==> config.mk <==
export PLATFORM = sky130hd
export DESIGN_NAME = gost_mod_sub_iter_flat
export DESIGN_NICKNAME = d
export VERILOG_FILES = /design/src/rtl/gost_mod_sub_iter_if.sv /design/src/rtl/gost_mod_sub_iter.sv /design/src/flat_wrapper.sv
export SDC_FILE = /design/constraint.sdc
export NUM_CORES = 1
export LEC_CHECK = 0
export BUFFER_PORTS_ARGS = -buffer_cell sky130_fd_sc_hd__clkbuf_2
export CORE_UTILIZATION = 55
export CTS_BUF_LIST = sky130_fd_sc_hd__clkbuf_16
export DETAILED_ROUTE_END_ITERATION = 10
export PLACE_DENSITY = 0.78
export SLEW_MARGIN = 40
export SYNTH_ARGS = -nofsm -noshare
export SYNTH_HDL_FRONTEND = slang
export SYNTH_SLANG_ARGS = --single-unit
export TNS_END_PERCENT = 50
==> constraint.sdc <==
create_clock -name iclk -period 2.6 [get_ports iclk]
set_input_delay 0.26 -clock iclk [delete_from_list [all_inputs] [get_ports iclk]]
set_output_delay 0.26 -clock iclk [all_outputs]
set_load 0.005 [all_outputs]
==> src/rtl/gost_mod_sub_iter_if.sv <==
// Operand/result handshake bundle for gost_mod_sub_iter.
// oborrow exists only when GOST_SUB_BORROW_OUT_EN is defined.
interface gost_mod_sub_iter_if #(
    parameter int N = 32
);
    logic         ivalid;
    logic         oready;
    logic [N-1:0] ia;
    logic [N-1:0] ib;
    logic         ovalid;
    logic         iready;
    logic [N-1:0] odiff;
`ifdef GOST_SUB_BORROW_OUT_EN
    logic         oborrow;
`endif

    modport master (
        output ivalid, ia, ib, iready,
`ifdef GOST_SUB_BORROW_OUT_EN
        input  oborrow,
`endif
        input  oready, ovalid, odiff
    );

    modport slave (
        input  ivalid, ia, ib, iready,
`ifdef GOST_SUB_BORROW_OUT_EN
        output oborrow,
`endif
        output oready, ovalid, odiff
    );
endinterface

==> src/rtl/gost_mod_sub_iter.sv <==
// Iterative mod-2^N subtractor: one Kogge-Stone prefix level per clock.
// Optional oborrow output enabled by GOST_SUB_BORROW_OUT_EN.
module gost_mod_sub_iter #(
    parameter int N = 32
) (
    input  logic                iclk,
    input  logic                irst_n,
    gost_mod_sub_iter_if.slave  bus
);
    localparam int L  = $clog2(N);
    localparam int CW = $clog2(L) + 1;

    typedef enum logic [1:0] {
        IDLE,
        CALC,
        DONE
    } state_t;

    state_t        state;
    logic [CW-1:0] cnt;
    logic [N-1:0]  g;
    logic [N-1:0]  p;
    logic [N-1:0]  p0;
    logic [N-1:0]  g_nxt;
    logic [N-1:0]  p_nxt;
    logic [N-1:0]  p_in;
    logic [N-1:0]  g_in;
    logic [N-1:0]  diff;
    logic          valid;
    logic          ready;
`ifdef GOST_SUB_BORROW_OUT_EN
    logic          borrow;
`endif

    // a - b computed as a + ~b + 1
    assign p_in = bus.ia ^ ~bus.ib;
    assign g_in = (bus.ia & ~bus.ib) | {{(N-1){1'b0}}, p_in[0]};

    always_comb begin
        g_nxt = g;
        p_nxt = p;
        for (int k = 0; k < L; k++) begin
            if (cnt == CW'(k)) begin
                for (int i = 2**k; i < N; i++) begin
                    g_nxt[i] = g[i] | (p[i] & g[i-2**k]);
                    p_nxt[i] = p[i] & p[i-2**k];
                end
            end
        end
    end

    always_ff @(posedge iclk or negedge irst_n) begin
        if (!irst_n) begin
            state  <= IDLE;
            cnt    <= '0;
            g      <= '0;
            p      <= '0;
            p0     <= '0;
            diff   <= '0;
            valid  <= 1'b0;
            ready  <= 1'b0;
`ifdef GOST_SUB_BORROW_OUT_EN
            borrow <= 1'b0;
`endif
        end else begin
            unique case (state)
                IDLE: begin
                    ready <= 1'b1;
                    if (bus.ivalid && ready) begin
                        p     <= p_in;
                        p0    <= p_in;
                        g     <= g_in;
                        cnt   <= '0;
                        ready <= 1'b0;
                        state <= CALC;
                    end
                end
                CALC: begin
                    // final pass turns the fully resolved carries into the result
                    if (cnt == CW'(L)) begin
                        diff  <= p0 ^ {g[N-2:0], 1'b1};
                        valid <= 1'b1;
`ifdef GOST_SUB_BORROW_OUT_EN
                        borrow <= ~g[N-1];
`endif
                        state <= DONE;
                    end else begin
                        g   <= g_nxt;
                        p   <= p_nxt;
                        cnt <= cnt + 1'b1;
                    end
                end
                DONE: begin
                    if (bus.iready) begin
                        valid <= 1'b0;
                        ready <= 1'b1;
                        state <= IDLE;
                    end
                end
                default: state <= IDLE;
            endcase
        end
    end

    assign bus.odiff  = diff;
    assign bus.ovalid = valid;
    assign bus.oready = ready;
`ifdef GOST_SUB_BORROW_OUT_EN
    assign bus.oborrow = borrow;
`endif
endmodule

==> src/flat_wrapper.sv <==
// flat-port wrapper written by rule: the top's interface ports become plain ports
module gost_mod_sub_iter_flat 
#(
    parameter int N = 32
)
  (iclk, irst_n, bus_ivalid, bus_ia, bus_ib, bus_iready, bus_oready, bus_ovalid, bus_odiff);
  gost_mod_sub_iter_if #(.N(N)) bus_i ();
  input  logic iclk;
  input  logic irst_n;
  input wire logic [$bits(bus_i.ivalid)-1:0] bus_ivalid;
  input wire logic [$bits(bus_i.ia)-1:0] bus_ia;
  input wire logic [$bits(bus_i.ib)-1:0] bus_ib;
  input wire logic [$bits(bus_i.iready)-1:0] bus_iready;
  output wire logic [$bits(bus_i.oready)-1:0] bus_oready;
  output wire logic [$bits(bus_i.ovalid)-1:0] bus_ovalid;
  output wire logic [$bits(bus_i.odiff)-1:0] bus_odiff;
  assign bus_i.ivalid = bus_ivalid;
  assign bus_i.ia = bus_ia;
  assign bus_i.ib = bus_ib;
  assign bus_i.iready = bus_iready;
  assign bus_oready = bus_i.oready;
  assign bus_ovalid = bus_i.ovalid;
  assign bus_odiff = bus_i.odiff;
  gost_mod_sub_iter #(.N(N)) u_core (.iclk(iclk), .irst_n(irst_n), .bus(bus_i));
endmodule
# Word-level counts from Yosys, hierarchy flattened
# Cells that the tools add are included.
[op_classes]
n_addsub = 1
n_eq_ne = 16
n_mux = 29
bitwise_logic = 393
reduce_logical = 18
[op_table]
columns = ["cell", "count"]
rows = [
  ["AND 1 bit", 258],
  ["bitwise OR 1 bit", 129],
  ["2-to-1 mux 32 bit", 4],
  ["case mux 32 bit (2 select lines)", 2],
  ["bitwise XOR 32 bit", 2],
  ["2-to-1 mux 31 bit", 2],
  ["2-to-1 mux 30 bit", 2],
  ["2-to-1 mux 28 bit", 2],
  ["2-to-1 mux 24 bit", 2],
  ["AND 32 bit", 1],
  ["2-to-1 mux 16 bit", 2],
  ["inverter 32 bit", 1],
  ["bitwise OR 32 x 1 -> 32 bit", 1],
  ["AND reduction 4 bit", 5],
  ["AND reduction 3 bit", 4],
  ["equality test 4 x 2 -> 1 bit, second input constant", 2],
  ["equality test 4 x 3 -> 1 bit, second input constant", 2],
  ["2-to-1 mux 4 bit", 2],
  ["case mux 4 bit (2 select lines)", 1],
  ["2-to-1 mux 2 bit", 3],
  ["inequality test 2 x 1 -> 1 bit, second input constant", 3],
  ["inequality test 6 x 1 -> 1 bit, second input constant", 1],
  ["case mux 2 bit (3 select lines)", 1],
  ["AND reduction 2 bit", 3],
  ["15 further kinds", 22],
]
[word_totals]
regBits = 136
input_bits = 68
output_inout_bits = 34
elab_cells = 475

# Depth between registers and ports, before layout
[depth]
depth_word = 9
mapped_depth = 10
mapped_depth_nobuf = 7

# Least setup slack after synthesis
# OpenSTA, ideal clock, no wires.
[synth_timing]
path_type = "flip-flop to flip-flop"
startpoint = "register u_core.cnt[0]"
endpoint = "register u_core.g[18]"
setup_time_ns = 0.124
arrival_ns = 1.938
required_ns = 2.476
slack_ns = 0.538
path_stages_with_launch = 9
n_path_buf = 1
synth_period_minus_slack_ns = 2.062
path_cell_list = "dfrtp_1 -> inv_1 -> ha_1 -> or2_2 -> a21oi_1 -> a21o_1 -> buf_4 -> a211oi_1 -> o31a_1"
[synth_via]
elab_chain_cells = 7
word_cells_on_any_way = 15
classes_between = "eq/ne: 7; mux: 6; reduce/logical: 2"
[synth_lines]
columns = ["item", "line_no", "rtl"]
rows = [
  ["start: declaration", "gost_mod_sub_iter.sv:20", "logic [CW-1:0] cnt;"],
  ["start signal: assignment", "gost_mod_sub_iter.sv:90", "cnt <= cnt + 1'b1;"],
  ["equality test 4 x 1 -> 1 bit", "gost_mod_sub_iter.sv:43", "if (cnt == CW'(k)) begin"],
  ["2-to-1 mux 30 bit", "gost_mod_sub_iter.sv:43", ""],
  ["2-to-1 mux 28 bit", "gost_mod_sub_iter.sv:43", ""],
  ["2-to-1 mux 24 bit", "gost_mod_sub_iter.sv:43", ""],
  ["2-to-1 mux 16 bit", "gost_mod_sub_iter.sv:43", ""],
  ["2-to-1 mux 32 bit", "gost_mod_sub_iter.sv:80", "if (cnt == CW'(L)) begin"],
  ["case mux 32 bit (2 select lines)", "gost_mod_sub_iter.sv:66", "unique case (state)"],
  ["end signal: assignment", "gost_mod_sub_iter.sv:72", "g <= g_in;"],
  ["end signal: assignment", "gost_mod_sub_iter.sv:88", "g <= g_nxt;"],
  ["end: declaration", "gost_mod_sub_iter.sv:21", "logic [N-1:0] g;"],
]
# Several ways; a longest one is shown, not always the timed one. The select of a mux whose other input is x is not followed.
# A chain may end at the register's enable or synchronous reset.

# Final worst setup path
# Ends and elaborated chain as after synthesis.

==> run metrics <==
run status finished, final reports clean; Finished Layout Cells 1367; fill cell count 1319; Die Ht 128 microns; Top FF cell, synth dfrtp_1; FF/Latch Area 3350 sq um; pwr/cell area 1400 nW/um^2; post-synthesis sequential area ratio 38.3%; hold bufs inserted after CTS 1; worst-margin pin slew 833 ps; Max Slew Vio Count 0; port bufs 101; Residual DRC 0; f_max 410 MHz; DPL Wire Length 17400 microns; Final nets 1246; Synth Area in Compound Gates 27.0%; HP Class input port to register; Final Hold Fails 0; vias in the first global route 7799; VDD IR-drop max 0.872 mV; first-pass GRT wire length 42200 microns; initial antenna violation count 1; Overflow after GRT 0; DR WL/cell 19.0 microns; Syn-to-layout area delta 14.4%; asr flop ratio synth 100%; core area 15400 sq um; ANT nets after route 0; Cell Chain, Critical Path inv_1 > ha_1 > or2_2 > a21oi_1 > a21o_1 > buf_12 > a211oi_1 > o31a_1; I/O Pins 102; RSZ-0062 raised after global routing no; post-synthesis simple-gate area fraction 18.8%; H-tree depth 4; GRT Overall Usage 33.3%; Pre-antenna DRT Iters 6; Seq cells post-synth 134; Data arrival, critical path 2750 ps; Lkg Pwr 4.76 nW; Post-CTS Setup Bufs 0; pin count of the biggest net entering global routing 77; Worst Skew 8.37 ps; Clock Path Buffers 2; root buffer cell clkbuf_16; Syn Nets 1199; slowest stage delay, CP 480 ps; area of the mapped netlist 8760 sq um; routability congestion estimate 0.932; Critical Path Sink Type register; fin area 10000 sq um; syn_area_per_cell 8.00 sq um; routed vias 8396; Fin Setup TNS 0 ps; min cycle time layout 2440 ps; post-synthesis adder-cell area fraction 5.00%; Placed Cells incl. Taps 1334; Post-Synth XOR/XNOR Area 3.40%; initial cell density of the core 57.0%; std cell rows 45; share of cells above drive strength 1 15.5%; final setup fails 0; Tcrit/Tclk final 93.7%; Worst Setup Path Type register to register; relative slew slack 44.5%; Clock Latency Late Sink 430 ps; CTS tree built; Die Area 16400 sq um; Synth cell types 61; placed standard-cell area 9400 sq um; number of warnings issued by yosys 0; max_cap viols 0; Critical-path top delay cell a21oi_1; CP max FO 29; WL final 25900 microns; clock buffer count from CTS 17; die width 128 microns; multi-input combinational cell area 4800 sq um; critical path required time 2910 ps; vias per cell 6.14; Sink Count 134; CP bufs+invs 2; largest family of logic cells by synthesized area compound AO/OA/AOI/OAI gates; number of enable flip-flop cells after synthesis 0; Worst setup SP type register; DR iter-0 viols 1021; Post-Route Utilization 65.2%; Clock transition at path regs 60 ps; mux contribution to synthesized area 0.457%; PostCTS Resize Cnt 0; family with the most delay on the worst path compound AO/OA/AOI/OAI gates; Mapped Cells 1096
## routing by layer
| layer | wire [microns] | track usage (%) | up-vias |
|---|---|---|---|
| met5 | 0 | 0 | - |
| met4 | 879 | 13.6 | 0 |
| met3 | 2610 | 10.1 | 76 |
| met2 | 11300 | 48.9 | 462 |
| met1 | 11100 | 45.7 | 3905 |
| li1 | - | - | 3953 |
## cells by family after synthesis
family / after synthesis
buffers and inverters: 152
adder cells (fa/ha/maj): 35
multiplexers: 4
XOR/XNOR: 34
AND/OR/NAND/NOR: 372
flip-flops: 134
AO/OA/AOI/OAI: 365
## power breakdown
group | internal (mW) | switching (mW)
sequential | 2.99 | 1.50
combinational | 2.98 | 4.03
clock | 1.59 | 0.952
## cell usage after synthesis, types with 13 or more instances
cell,count,share of area (%)
a21oi_1,72,4.1
o221ai_1,38,3.8
nand3_1,29,1.7
a2bb2oi_1,14,1.4
clkbuf_1,64,2.7
ha_1,35,5.0
o21ai_1,72,4.1
dfrtp_1,134,38
inv_1,41,1.8
buf_1,15,0.64
a31oi_1,22,1.6
o211a_1,13,1.5
nor2b_1,24,1.7
buf_2,24,1.4
o21ai_0,53,3.0
nor2_1,71,3.0
nand2_1,197,8.4
xnor2_1,31,3.1
## final timing paths
| path | cells past startpoint | slack (ps) | end | start |
|---|---|---|---|---|
| max | 8 | 160 | u_core.g[18] | u_core.cnt[0] |
| min | 2 | 40 | u_core.state[1] | bus_iready |
| max reg2reg | 8 | 160 | u_core.g[18] | u_core.cnt[0] |
| min reg2reg | 1 | 450 | u_core.bus.odiff[0] | u_core.p0[0] |
| max in group asynchronous | 3 | 1430 | u_core.p[15] | irst_n |
| min in group asynchronous | 2 | 400 | u_core.p0[3] | irst_n |
## area by class of cell
class                           count  share of cell area (%)
Clock inverter                     14                    1.83
Multi-Input combinational cell    810                    47.9
Antenna cell                        1                  0.0250
Timing Repair Buffer              137                    8.33
Sequential cell                   134                    33.5
Tap cell                          211                    2.63
Inverter                           43                    1.61
Clock buffer                       17                    4.24
## flip-flops by register name, summed over array words and instances (netlist names)
signal and count:
u_core.bus.odiff 32, u_core.p 31, u_core.state 2, u_core.cnt 4, u_core.g 31, u_core.p0 32
u_core.bus.oready 1, u_core.bus.ovalid 1
## through the flow
stage / hold slack [ps] / total power, mW / setup WS [ps]
2_1_floorplan: -35.6 / 9.20 / 538
3_3_place_gp: 314 / 11.2 / 306
3_5_place_dp: 312 / 11.3 / 199
4_1_cts: 31.2 / 13.9 / 183
5_1_grt: 32.2 / 15.0 / 48.4
6_report: 39.9 / 14.0 / 163
## cells in the final DEF, fill, tap and decap left out, types with 6 or more instances in the layout
master and instances:
a21oi_1 72, dfrtp_1 134, nand2b_1 6, o21a_1 9, a31oi_1 22, a2bb2oi_1 14, nand2_1 196, o221ai_1 38
o21ai_0 53, nor3_1 12, or4_1 6, o21ai_1 72, o2111ai_1 12, o2bb2ai_1 7, nand3_1 29, ha_1 33
xnor2_1 31, nor2_1 71, clkbuf_2 100, a22o_1 7, nor4b_1 7, a21o_1 8, clkbuf_16 17, nor2b_1 24
buf_4 31, a22oi_1 7, o31ai_1 10, inv_1 41, o211a_1 13
(Power assumes the default switching activity.)
